==> src/rtl/xor8_pkg.sv <==
// Shared types and constants for the xor8 checksum stage.
package xor8_pkg;

  localparam int unsigned XOR8_DW = 8;

  typedef enum logic [1:0] {
    StIdle,
    StAcc,
    StHold
  } xor8_cksum_state_t;

endpackage

==> src/rtl/xor8_cksum_acc.sv <==
// Running XOR accumulator and saturating byte counter with sticky overflow.
// load starts a new packet with the given byte; step folds in another byte.
module xor8_cksum_acc
  import xor8_pkg::*;
#(
  parameter int unsigned LEN_W = 8
) (
  input  logic               clk,
  input  logic               rst_n,
  input  logic               load,
  input  logic               step,
  input  logic [XOR8_DW-1:0] data,
  output logic [XOR8_DW-1:0] acc_next,
  output logic [LEN_W-1:0]   cnt_next,
  output logic               ovf_next
);

  localparam logic [LEN_W-1:0] CntMax = '1;

  logic [XOR8_DW-1:0] acc_q;
  logic [LEN_W-1:0]   cnt_q;
  logic               ovf_q;

  always_comb begin
    acc_next = acc_q;
    cnt_next = cnt_q;
    ovf_next = ovf_q;
    if (load) begin
      acc_next = data;
      cnt_next = LEN_W'(1);
      ovf_next = 1'b0;
    end else if (step) begin
      acc_next = acc_q ^ data;
      // Counter pins at max; the overflow flag records that bytes were dropped from the count.
      if (cnt_q == CntMax) begin
        ovf_next = 1'b1;
      end else begin
        cnt_next = cnt_q + LEN_W'(1);
      end
    end
  end

  always_ff @(posedge clk) begin
    if (!rst_n) begin
      acc_q <= '0;
      cnt_q <= '0;
      ovf_q <= 1'b0;
    end else begin
      acc_q <= acc_next;
      cnt_q <= cnt_next;
      ovf_q <= ovf_next;
    end
  end

endmodule

==> src/rtl/xor8_pkt_checksum.sv <==
// Per-packet XOR checksum and length stage with valid/ready on both sides.
// Define XOR8_CKSUM_PARITY_EN to add the out_par (even parity of out_cksum) output.
module xor8_pkt_checksum
  import xor8_pkg::*;
#(
  parameter int unsigned LEN_W = 8
) (
  input  logic               clk,
  input  logic               rst_n,
  input  logic [XOR8_DW-1:0] in_data,
  input  logic               in_valid,
  input  logic               in_last,
  output logic               in_ready,
  output logic [XOR8_DW-1:0] out_cksum,
  output logic [LEN_W-1:0]   out_len,
  output logic               out_ovf,
  output logic               out_valid,
`ifdef XOR8_CKSUM_PARITY_EN
  output logic               out_par,
`endif
  input  logic               out_ready
);

  xor8_cksum_state_t state_q;

  logic               acc_in;
  logic               acc_out;
  logic               load;
  logic               step;
  logic [XOR8_DW-1:0] acc_next;
  logic [LEN_W-1:0]   cnt_next;
  logic               ovf_next;

  // In HOLD the stage only takes a beat when the result leaves in the same cycle.
  always_comb begin
    in_ready = (state_q == StHold) ? out_ready : 1'b1;
    acc_in   = in_valid & in_ready;
    acc_out  = out_valid & out_ready;
    load     = acc_in & (state_q != StAcc);
    step     = acc_in & (state_q == StAcc);
  end

  xor8_cksum_acc #(
    .LEN_W(LEN_W)
  ) u_acc (
    .clk     (clk),
    .rst_n   (rst_n),
    .load    (load),
    .step    (step),
    .data    (in_data),
    .acc_next(acc_next),
    .cnt_next(cnt_next),
    .ovf_next(ovf_next)
  );

  always_ff @(posedge clk) begin
    if (!rst_n) begin
      state_q   <= StIdle;
      out_cksum <= '0;
      out_len   <= '0;
      out_ovf   <= 1'b0;
      out_valid <= 1'b0;
`ifdef XOR8_CKSUM_PARITY_EN
      out_par   <= 1'b0;
`endif
    end else begin
      if (state_q == StHold && acc_out && !acc_in) begin
        out_valid <= 1'b0;
        state_q   <= StIdle;
      end else if (acc_in && in_last) begin
        out_cksum <= acc_next;
        out_len   <= cnt_next;
        out_ovf   <= ovf_next;
        out_valid <= 1'b1;
`ifdef XOR8_CKSUM_PARITY_EN
        out_par   <= ^acc_next;
`endif
        state_q   <= StHold;
      end else if (acc_in) begin
        out_valid <= 1'b0;
        state_q   <= StAcc;
      end
    end
  end

endmodule

==> config.mk <==
export PLATFORM = sky130hd
export DESIGN_NAME = xor8_pkt_checksum
export DESIGN_NICKNAME = d
export VERILOG_FILES = /design/src/rtl/xor8_pkg.sv /design/src/rtl/xor8_cksum_acc.sv /design/src/rtl/xor8_pkt_checksum.sv
export SDC_FILE = /design/constraint.sdc
export NUM_CORES = 1
export LEC_CHECK = 0
export ABC_AREA = 1
export CAP_MARGIN = 20
export CORE_MARGIN = 1
export CORE_UTILIZATION = 33
export DETAILED_ROUTE_END_ITERATION = 10
export SETUP_SLACK_MARGIN = 0.5
export SYNTH_ARGS = -nofsm -noshare
export SYNTH_HDL_FRONTEND = slang
export SYNTH_HIERARCHICAL = 1
export SYNTH_SLANG_ARGS = --single-unit
==> constraint.sdc <==
create_clock -name clk -period 2.4 [get_ports clk]
set_input_delay 0.24 -clock clk [delete_from_list [all_inputs] [get_ports clk]]
set_output_delay 0.24 -clock clk [all_outputs]
set_load 0.005 [all_outputs]
==> results.toml <==
[run_status]
status = "finished clean"

[die]
start_util_pct = 34.5
die_h_um = 80.9
rows = 28
core_sq_um = 5960
ios = 32
die_w_um = 80.9
dieArea_sq_um = 6540

[synthesis]
avgSynthCellArea_sq_um = 6.58
synth_top_area_share_pct = 35.1
netlist_instances = 312
synth_nets = 326
syn_area_sq_um = 2050
yosys_warnings = 6
ys_seq_elements = 36
synth_area_leader_cell = "dfxtp_1"
synthTopCellsByArea = "dfxtp_1 (35%), inv_1 (15%), nand2_1 (13%)"
ys_types = 26
ys_seq_area_share_pct = 35.1

[timing]
finalHoldViolCount = 0
worst_slew_pin_slew_ps = 576
rsz0062_at_grt = "true"
min_period_over_period_pct = 75.7
fin_worst_skew_ps = 2.63
finalSetupViolations = 0
slew_headroom_pct = 61.4
fmax_ghz = 0.550
finalMaxSlewViolations = 0
timing.hold.ws_ps = 357
setup_ws_ps = 583
tns_ps = 0
period_minus_slack_ps = 1820

[finish]
nets = 366
mostFrequentLayoutCells = "inv_1 (78), nand2_1 (73), dfxtp_1 (34)"
layout_commonest_cell = "inv_1"
n_antenna_cell = 0
layout-drive-gt1-share_pct = 17.3
fin_util_pct = 44.2
area_delta_synth_final_pct = 28.4
fin_cells = 428

[route]
first_pass_iters = 4
wl_per_cell_um = 10.6
first_iter_violations = 70
drc = 0
dr_total_vias = 1894
vias_per_cell = 4.43
drtAntennaViolNets = 0
wirelength_mm = 4.55

[critical_path]
crit_path_start_kind = "register"
cp-end-kind = "output pin"
cp.arrival_ps = 1580
path_max_fanout = 20
cp_slowest_cell = "clkdlybuf4s50_1"
critPathMaxStageDelay_ps = 530
cp.required_ps = 2160
path_cells = "inv_4, nand3_4, buf_4, buf_6, clkdlybuf4s50_1"
criticalPathCategory = "reg -> out"

[pwr]
powerDensity_nw_per_um2 = 525
p_leak_nw = 1.26
irDropWorstVdd_mv = 0.366

[hold_path]
hp-class = "in -> reg"

[global_route]
grt_use_total_pct = 15.7
grt_max_degree = 21
grt_pass1_wl_mm = 7.91
antenna_found_initial = 0
grt_pass1_vias = 1829
overflow = 0

[place]
dp_cells = 414
pre_cts_slack_ps = 162
globalplace.congestion = 0.782
io_buffers = 31
hpwlAfterDp_mm = 3.21

[clocking]
h-tree-depth = 2
cts-root-buf = "clkbuf_8"
cts_buffer_depth = 2
cts_tree = "done"
cts_sinks = 36
insertion_delay_ps = 280
cts.clk_slew.worst_paths_ps = 70
cts_made_buffers = 5

[run]
max_cap_violations = 0
[synthesized netlist by cell type, drive strengths merged]
cell    number
a31oi        1
clkinv       1
buf          8
dfxtp       36
ha           1
clkbuf       3
nor3         4
nand4       19
nand2       84
a21oi        3
inv         86
o21bai       1
nand3       17
xor2         8
nor2        40
[worst max-delay path, delay by kind of cell, from the launching register on]
kind,cells,cell delay (ps)
simple gates,1,60
buf+inv,4,860
flops,1,370
[cells by family (layout without fill, tap and decap cells)]
logic type,after synthesis,after routing,share of synthesized area (%)
XOR/XNOR,8,8,4.15
flip-flops,36,36,35.1
AND/OR/NAND/NOR,164,164,39.2
adder cells (fa/ha/maj),1,1,0.610
buffers and inverters,98,139,19.5
AO/OA/AOI/OAI,5,5,1.40
[worst paths after layout]
check	end	slack [ps]	cells past startpoint	startpoint
max	in_ready	580	5	state_q[0]
min	out_valid	360	4	in_valid
max reg2reg	out_len[7]	620	16	state_q[0]
min reg2reg	out_ovf	510	4	out_ovf
[per-stage QoR]
stage | total power [mW] | cell area [sq um]
global route | 1.47 | 2640
CTS | 1.39 | 2540
finish | 1.38 | 2640
detailed placement | 0.936 | 2440
floorplan | 0.836 | 2060
global placement | 0.934 | 2440
[metal layers]
| metal | GRT usage, % | wire length (um) |
|---|---|---|
| met1 | 17.6 | 2070 |
| met2 | 29.6 | 2260 |
| met3 | 3.48 | 166 |
| met4 | 3.93 | 43 |
| met5 | 0 | 0 |
[timing repair]
item,CTS,global route
setup endpoints to repair,3,13
hold buffers,0,0
buffers inserted,0,6
gates resized for setup,3,14
pin swaps,0,5
[where the power goes]
part | internal, mW | switching [mW] | leakage, nW
clock network | 0.234 | 0.215 | 0.0455
logic | 0.129 | 0.152 | 0.920
registers | 0.633 | 0.0193 | 0.296
total | 0.997 | 0.387 | 1.26
[sequential cells by signal, indices dropped and copies added, names as in the netlist]
register,flops
out_cksum,8
out_len,8
u_acc/acc_q,8
u_acc/cnt_q,8
out_ovf,1
out_valid,1
state_q,1
u_acc/ovf_q,1
[cell type report]
class	instances	area, sq um
Tap cell	75	93.8
Sequential cell	36	728
Clock buffer	8	90.1
Multi-Input combinational cell	178	977
Inverter	87	329
Fill cell	655	3320
Timing Repair Buffer	44	417
(Power assumes the default switching activity.)
